===== src/rtl/hazard_ctrl_pkg.sv =====
// Shared constants for the pipeline hazard sequencer.
package hazard_ctrl_pkg;

    // Register index width of the core's register file.
    localparam int REG_FILE_DEPTH = 4;

    // Width of the stall-cycle performance counter.
    localparam int HZ_CNT_W = 16;

    // Sequencer state encodings; plain constants keep them compatible with older netlists.
    localparam logic [0:0] HZ_STATE_RUN      = 1'b0;
    localparam logic [0:0] HZ_STATE_MEM_WAIT = 1'b1;

endpackage


===== src/rtl/hazard_ctrl_if.sv =====
// Pipeline-side signal bundle between the core datapath and the hazard sequencer.
interface hazard_ctrl_if
    import hazard_ctrl_pkg::*;
#(
    parameter int REG_W = REG_FILE_DEPTH,
    parameter int CNT_W = HZ_CNT_W
);
    logic             fwd_mode;
    logic             id_valid;
    logic [REG_W-1:0] id_src1;
    logic [REG_W-1:0] id_src2;
    logic             id_two_src;
    logic [REG_W-1:0] exe_dest;
    logic             exe_wb_en;
    logic             exe_mem_read;
    logic [REG_W-1:0] mem_dest;
    logic             mem_wb_en;
    logic             branch_taken;
    logic             mem_req;
    logic             mem_ready;
    logic             cnt_clr;
    logic             freeze_pc;
    logic             bubble_exe;
    logic             flush_if;
    logic             freeze_all;
    logic             fwd_enable;
    logic [CNT_W-1:0] stall_cnt;

    // Datapath side: presents pipeline status, consumes the control strobes.
    modport master (
        output fwd_mode, id_valid, id_src1, id_src2, id_two_src,
               exe_dest, exe_wb_en, exe_mem_read, mem_dest, mem_wb_en,
               branch_taken, mem_req, mem_ready, cnt_clr,
        input  freeze_pc, bubble_exe, flush_if, freeze_all, fwd_enable, stall_cnt
    );

    // Sequencer side.
    modport slave (
        input  fwd_mode, id_valid, id_src1, id_src2, id_two_src,
               exe_dest, exe_wb_en, exe_mem_read, mem_dest, mem_wb_en,
               branch_taken, mem_req, mem_ready, cnt_clr,
        output freeze_pc, bubble_exe, flush_if, freeze_all, fwd_enable, stall_cnt
    );

endinterface


===== src/rtl/hazard_detect.sv =====
// Register dependency compare of the ID sources against the EXE and MEM destinations.
module hazard_detect
    import hazard_ctrl_pkg::*;
#(
    parameter int REG_W = REG_FILE_DEPTH
)
(
    input  logic [REG_W-1:0] src1,
    input  logic [REG_W-1:0] src2,
    input  logic             two_src,
    input  logic [REG_W-1:0] exe_dest,
    input  logic             exe_wb_en,
    input  logic [REG_W-1:0] mem_dest,
    input  logic             mem_wb_en,
    output logic             hz_exe,
    output logic             hz_mem
);

    // A match only counts when the older instruction actually writes back; R15 is not special.
    always_comb begin
        hz_exe = exe_wb_en && ((src1 == exe_dest) || (two_src && (src2 == exe_dest)));
        hz_mem = mem_wb_en && ((src1 == mem_dest) || (two_src && (src2 == mem_dest)));
    end

endmodule


===== src/rtl/hazard_ctrl.sv =====
// Pipeline sequencer: stall/bubble/flush control, forwarding enable and stall counter.
//
//  state    | meaning
//  ---------+----------------------------------------------------------
//  RUN      | normal issue; hazards and branches steer IF/ID/EXE
//  MEM_WAIT | SRAM access outstanding; whole pipeline frozen
module hazard_ctrl
    import hazard_ctrl_pkg::*;
#(
    parameter int REG_W = REG_FILE_DEPTH,
    parameter int CNT_W = HZ_CNT_W
)
(
    input  logic          clk,
    input  logic          rst,
    hazard_ctrl_if.slave  bus
);

    logic [0:0]       state;
    logic [0:0]       state_nxt;
    logic             hz_exe;
    logic             hz_mem;
    logic             hz;
    logic             br;
    logic             frz_all;
    logic             frz_pc;
    logic             fwd_en;
    logic [CNT_W-1:0] cnt;

    hazard_detect #(.REG_W(REG_W)) u_detect (
        .src1      (bus.id_src1),
        .src2      (bus.id_src2),
        .two_src   (bus.id_two_src),
        .exe_dest  (bus.exe_dest),
        .exe_wb_en (bus.exe_wb_en),
        .mem_dest  (bus.mem_dest),
        .mem_wb_en (bus.mem_wb_en),
        .hz_exe    (hz_exe),
        .hz_mem    (hz_mem)
    );

    // Combinational control; everything is gated by rst so outputs read 0 while held in reset.
    always_comb begin
        if (state == HZ_STATE_RUN)
            frz_all = rst && bus.mem_req && !bus.mem_ready;
        else
            frz_all = rst;
        // With forwarding on, only a load feeding ID still needs a stall.
        hz     = rst && bus.id_valid && !frz_all &&
                 (fwd_en ? (hz_exe && bus.exe_mem_read) : (hz_exe || hz_mem));
        // A branch seen while frozen stays in EXE and is taken on the first free cycle.
        br     = rst && bus.branch_taken && !frz_all;
        frz_pc = hz && !br;
    end

    // Next-state: leave RUN on an SRAM access that is not ready; MEM_WAIT holds through the ready cycle.
    always_comb begin
        state_nxt = state;
        case (state)
            HZ_STATE_RUN:      if (bus.mem_req && !bus.mem_ready) state_nxt = HZ_STATE_MEM_WAIT;
            HZ_STATE_MEM_WAIT: if (bus.mem_ready)                 state_nxt = HZ_STATE_RUN;
            default:                                              state_nxt = HZ_STATE_RUN;
        endcase
    end

    // State register.
    always_ff @(posedge clk or negedge rst) begin
        if (!rst) state <= HZ_STATE_RUN;
        else      state <= state_nxt;
    end

    // Forwarding mode only switches on a quiet RUN cycle so no in-flight decision sees it change.
    always_ff @(posedge clk or negedge rst) begin
        if (!rst)
            fwd_en <= 1'b0;
        else if ((state == HZ_STATE_RUN) && !hz && !br && !frz_all)
            fwd_en <= bus.fwd_mode;
    end

    // Saturating stall-cycle counter; clear takes priority over counting.
    always_ff @(posedge clk or negedge rst) begin
        if (!rst)
            cnt <= '0;
        else if (bus.cnt_clr)
            cnt <= '0;
        else if ((frz_pc || frz_all) && (cnt != '1))
            cnt <= cnt + 1'b1;
    end

    // Output drive.
    always_comb begin
        bus.freeze_all = frz_all;
        bus.freeze_pc  = frz_pc;
        bus.bubble_exe = hz || br;
        bus.flush_if   = br;
        bus.fwd_enable = fwd_en;
        bus.stall_cnt  = cnt;
    end

endmodule

===== src/flat_wrapper.sv =====
// flat-port wrapper written by rule: the top's interface ports become plain ports
module hazard_ctrl_flat import hazard_ctrl_pkg::*;
#(
    parameter int REG_W = REG_FILE_DEPTH,
    parameter int CNT_W = HZ_CNT_W
)
  (clk, rst, bus_fwd_mode, bus_id_valid, bus_id_src1, bus_id_src2, bus_id_two_src, bus_exe_dest, bus_exe_wb_en, bus_exe_mem_read, bus_mem_dest, bus_mem_wb_en, bus_branch_taken, bus_mem_req, bus_mem_ready, bus_cnt_clr, bus_freeze_pc, bus_bubble_exe, bus_flush_if, bus_freeze_all, bus_fwd_enable, bus_stall_cnt);
  hazard_ctrl_if #(.REG_W(REG_W), .CNT_W(CNT_W)) bus_i ();
  input  logic clk;
  input  logic rst;
  input wire logic [$bits(bus_i.fwd_mode)-1:0] bus_fwd_mode;
  input wire logic [$bits(bus_i.id_valid)-1:0] bus_id_valid;
  input wire logic [$bits(bus_i.id_src1)-1:0] bus_id_src1;
  input wire logic [$bits(bus_i.id_src2)-1:0] bus_id_src2;
  input wire logic [$bits(bus_i.id_two_src)-1:0] bus_id_two_src;
  input wire logic [$bits(bus_i.exe_dest)-1:0] bus_exe_dest;
  input wire logic [$bits(bus_i.exe_wb_en)-1:0] bus_exe_wb_en;
  input wire logic [$bits(bus_i.exe_mem_read)-1:0] bus_exe_mem_read;
  input wire logic [$bits(bus_i.mem_dest)-1:0] bus_mem_dest;
  input wire logic [$bits(bus_i.mem_wb_en)-1:0] bus_mem_wb_en;
  input wire logic [$bits(bus_i.branch_taken)-1:0] bus_branch_taken;
  input wire logic [$bits(bus_i.mem_req)-1:0] bus_mem_req;
  input wire logic [$bits(bus_i.mem_ready)-1:0] bus_mem_ready;
  input wire logic [$bits(bus_i.cnt_clr)-1:0] bus_cnt_clr;
  output wire logic [$bits(bus_i.freeze_pc)-1:0] bus_freeze_pc;
  output wire logic [$bits(bus_i.bubble_exe)-1:0] bus_bubble_exe;
  output wire logic [$bits(bus_i.flush_if)-1:0] bus_flush_if;
  output wire logic [$bits(bus_i.freeze_all)-1:0] bus_freeze_all;
  output wire logic [$bits(bus_i.fwd_enable)-1:0] bus_fwd_enable;
  output wire logic [$bits(bus_i.stall_cnt)-1:0] bus_stall_cnt;
  assign bus_i.fwd_mode = bus_fwd_mode;
  assign bus_i.id_valid = bus_id_valid;
  assign bus_i.id_src1 = bus_id_src1;
  assign bus_i.id_src2 = bus_id_src2;
  assign bus_i.id_two_src = bus_id_two_src;
  assign bus_i.exe_dest = bus_exe_dest;
  assign bus_i.exe_wb_en = bus_exe_wb_en;
  assign bus_i.exe_mem_read = bus_exe_mem_read;
  assign bus_i.mem_dest = bus_mem_dest;
  assign bus_i.mem_wb_en = bus_mem_wb_en;
  assign bus_i.branch_taken = bus_branch_taken;
  assign bus_i.mem_req = bus_mem_req;
  assign bus_i.mem_ready = bus_mem_ready;
  assign bus_i.cnt_clr = bus_cnt_clr;
  assign bus_freeze_pc = bus_i.freeze_pc;
  assign bus_bubble_exe = bus_i.bubble_exe;
  assign bus_flush_if = bus_i.flush_if;
  assign bus_freeze_all = bus_i.freeze_all;
  assign bus_fwd_enable = bus_i.fwd_enable;
  assign bus_stall_cnt = bus_i.stall_cnt;
  hazard_ctrl #(.REG_W(REG_W), .CNT_W(CNT_W)) u_core (.clk(clk), .rst(rst), .bus(bus_i));
endmodule

===== config.mk =====
export PLATFORM = sky130hd
export DESIGN_NAME = hazard_ctrl_flat
export DESIGN_NICKNAME = d
export VERILOG_FILES = /design/src/rtl/hazard_ctrl_pkg.sv /design/src/rtl/hazard_ctrl_if.sv /design/src/rtl/hazard_detect.sv /design/src/rtl/hazard_ctrl.sv /design/src/flat_wrapper.sv
export SDC_FILE = /design/constraint.sdc
export NUM_CORES = 1
export LEC_CHECK = 0
export ABC_AREA = 0
export ABC_CLOCK_PERIOD_IN_PS = 4800
export CAP_MARGIN = 20
export CORE_MARGIN = 4
export CORE_UTILIZATION = 49
export CTS_BUF_LIST = sky130_fd_sc_hd__clkbuf_8
export DETAILED_ROUTE_END_ITERATION = 10
export GPL_TIMING_DRIVEN = 0
export PLACE_DENSITY = 0.92
export SLEW_MARGIN = 20
export SYNTH_ARGS = -nofsm -noshare
export SYNTH_HDL_FRONTEND = slang
export SYNTH_HIERARCHICAL = 1
export SYNTH_SLANG_ARGS = --single-unit

===== constraint.sdc =====
create_clock -name clk -period 4.8 [get_ports clk]
set_input_delay 0.96 -clock clk [delete_from_list [all_inputs] [get_ports clk]]
set_output_delay 0.96 -clock clk [all_outputs]
set_load 0.01 [all_outputs]

==> key figures <==
Synthesis
  – Post-Syn Instances: 141
  – #FFs+latches synth: 18
  – Seq/Total Area, Yosys: 35.09%
  – Netlist cell types: 37
  – Main combinational cell family by area after synthesis: simple AND/OR/NAND/NOR gates
  – Mux cell area share after synthesis: 6.043%
  – Ys async rst share: 100.0%
  – Yosys warnings: 6
  – Mapped cell area: 1284 um^2
  – Synth Area in Simple Gates: 30.70%
  – Post-synthesis compound-gate area fraction: 12.96%
  – Main synth FF type: dfrtp_1
  – Area share of fa/ha/maj cells after synthesis: 0.9747%
  – XOR/XNOR Fraction of Synth Area: 11.60%
  – Mapped Avg Cell Area: 9.104 um^2
  – Mapped Nets: 170
  – EDFF count, synth: 0

CTS
  – CTS root buffer: clkbuf_8
  – Clk slew on worst S/H paths: 60 ps
  – Number of gates resized after CTS: 0
  – H-tree levels: 1
  – CTS tree: done
  – Max Root-Sink Buffers: 2
  – Worst-Skew Late Latency: 250 ps
  – Clock sink total: 18
  – Total setup buffers inserted after CTS: 0
  – Hold-fix buffers, CTS: 0
  – Inserted Clock Buffers: 3

Floorplan
  – Std-Cell Core Area: 2477 um^2
  – Initial Util: 51.82%
  – Chip width: 59.19 um
  – Die area: 3503 um^2
  – Die Ht: 59.19 um
  – Site Rows: 18
  – Ports: 49

Global routing
  – Vias in the first global route: 1,362
  – Initial antenna violation count: 0
  – All-Layer GR Usage: 23.22%
  – GRT Residual Overflow: 0
  – First-pass GRT wire length: 6258 um
  – Pin count of the biggest net entering global routing: 23

STA
  – Setup_tns: 0 ps
  – Final Hold Vio Count: 0
  – RSZ-0062 raised after global routing: no
  – Slew Viols, Final: 0
  – Slew Limit Headroom: 36.90%
  – Worst-Margin Slew: 943.5 ps
  – Setup Skew: 1.409 ps
  – Final setup fails: 0
  – Fin Hold WS: 554.7 ps
  – Final period util: 88.92%
  – Crit path time final: 4268 ps
  – Fmax: 0.2343 GHz

Drt
  – Vias: 1,319
  – Drt pass-1 iters: 4
  – Routed wire length: 3694 um
  – Wire per inst: 16.64 um
  – # DRC: 0
  – DR iter-0 viols: 77
  – Via/cell ratio: 5.941
  – DRT antenna net count: 0

Critical path
  – Slowest stage cell, crit path: clkdlybuf4s50_1
  – CP Class: in -> out
  – CP Buf/Inv Count: 2
  – Worst Setup Start Kind: primary input
  – CP required: 3840 ps
  – Arr. time, crit path: 3310 ps
  – Worst path cell trace: clkdlybuf4s50_1 > o21a_1 > a211o_1 > a21oi_1 > clkdlybuf4s50_1
  – CP top delay family: buffers and inverters
  – Critical Path Fanout Max: 22
  – CP Capture Type: output pin
  – Critical Path Most Common Cell: clkdlybuf4s50_1
  – Max stage delay on crit path: 920 ps

Flow run
  – Maximum capacitance violations: 0

Final layout
  – Layout cell share with drive strength beyond 1: 10.42%
  – Area growth, synth to finish: 43.57%
  – Nets: 223
  – Fin util: 74.39%
  – Area of the multi-input gates: 799.5 um^2
  – Reg area: 450.4 um^2
  – ANT cells: 0
  – Fill cells: 191

Power and ir drop
  – Power per standard cell area: 186.7 nW/um^2
  – Lkg Pwr: 0.0006969 uW
  – IR drop worst, VDD: 0.2171 mV

Placement
  – GPL Wtd Cong: 0.8153
  – I/O Buffers: 48
  – Hpwl dp: 2720 um

Min path
  – Hold Path Class: reg -> reg

Status
  – Status: finished, final reports clean
-- metal layers --
| metal | vias to the layer above | wire length [um] | share of wire, % | GRT usage [%] |
|---|---|---|---|---|
| met5 | - | 0 | 0 | 0 |
| met4 | 0 | 95 | 2.6 | 11.97 |
| met3 | 10 | 288 | 7.8 | 3.704 |
| met2 | 77 | 1780 | 48 | 37.29 |
| met1 | 613 | 1530 | 41 | 29.85 |
| li1 | 619 | - | - | - |
-- power breakdown --
group	switching (uW)	internal [uW]	total, uW
combinational	36.7	44.6	81.3
clock	48.3	55.7	104
sequential	3.66	155	159
total	88.6	255	344
-- metrics by stage --
stage          setup WS (ps)  instance area, um^2  instances  total power, uW
4_1_cts                484.2                 1843        222            346.8
3_3_place_gp           545.7                 1802        219            238.9
5_1_grt                335.6                 1843        222            362.2
6_report               531.8                 1843        222            344.1
2_1_floorplan           1792                 1284        141            194.9
3_5_place_dp           492.6                 1802        219            242.3
-- final timing paths --
path / start / end / slack, ps / depth (start not counted)
max reg2reg: u_core/bus.stall_cnt[0]$_DFFE_PN0P_ / u_core/bus.stall_cnt[1]$_DFFE_PN0P_ / 2780 / 7
min in group asynchronous: rst / u_core/bus.stall_cnt[10]$_DFFE_PN0P_ / 1240 / 1
max: rst / bus_freeze_pc / 530 / 5
min: u_core/bus.fwd_enable$_DFFE_PN0P_ / u_core/bus.fwd_enable$_DFFE_PN0P_ / 550 / 1
max in group asynchronous: rst / u_core/bus.stall_cnt[4]$_DFFE_PN0P_ / 2990 / 1
min reg2reg: u_core/bus.fwd_enable$_DFFE_PN0P_ / u_core/bus.fwd_enable$_DFFE_PN0P_ / 550 / 1
-- flip-flops by register name, summed over array words and instances, names as in the netlist --
signal	flops
u_core/bus.fwd_enable	1
u_core/bus.stall_cnt	16
u_core/state	1
-- cells in the final DEF (no fill, tap or decap), types with 3 or more instances in the layout --
cell / n
a21oi_1: 9
clkbuf_8: 3
clkdlybuf4s50_1: 48
dfrtp_1: 18
inv_1: 4
mux2_2: 6
nand2_1: 8
nand3_1: 11
nand4_1: 3
nor2_1: 12
nor2b_1: 7
nor3_1: 4
nor4_1: 3
o21ai_0: 5
o31ai_1: 3
or4_1: 5
xnor2_1: 10
xor2_1: 7
-- kinds of logic after synthesis --
| family | Yosys count |
|---|---|
| flip-flops | 18 |
| multiplexers | 7 |
| adder cells (fa/ha/maj) | 1 |
| AND/OR/NAND/NOR | 66 |
| buffers and inverters | 7 |
| AO/OA/AOI/OAI | 25 |
| XOR/XNOR | 17 |
-- worst register-to-register path, delay by kind of cell, from the launching register on --
family | cells | cell delay, ps
simple gates | 3 | 510
compound gates | 1 | 290
buf+inv | 1 | 210
fa+ha+maj | 1 | 270
flops | 1 | 410
mux | 1 | 190
-- cells in the mapped netlist, drive strengths merged (5+ instances only) --
master / instances / area [um^2]
nand2: 8 / 30.03
nand3: 12 / 72.57
nor2: 12 / 45.04
nor2b: 7 / 43.79
or4: 5 / 37.54
dfrtp: 18 / 450.4
mux2: 6 / 67.56
xor2: 7 / 61.31
o21ai: 7 / 42.54
a21oi: 9 / 45.04
xnor2: 10 / 87.58
-- layout make-up --
type / instances / share of cell area, %
Multi-Input combinational cell: 116 / 43.38
Timing Repair Buffer: 48 / 26.07
Clock buffer: 3 / 2.240
Tap cell: 30 / 2.037
Inverter: 4 / 0.8147
Sequential cell: 18 / 24.44
Buffer: 3 / 1.018
No activity file was read; power rests on OpenSTA's default activity.
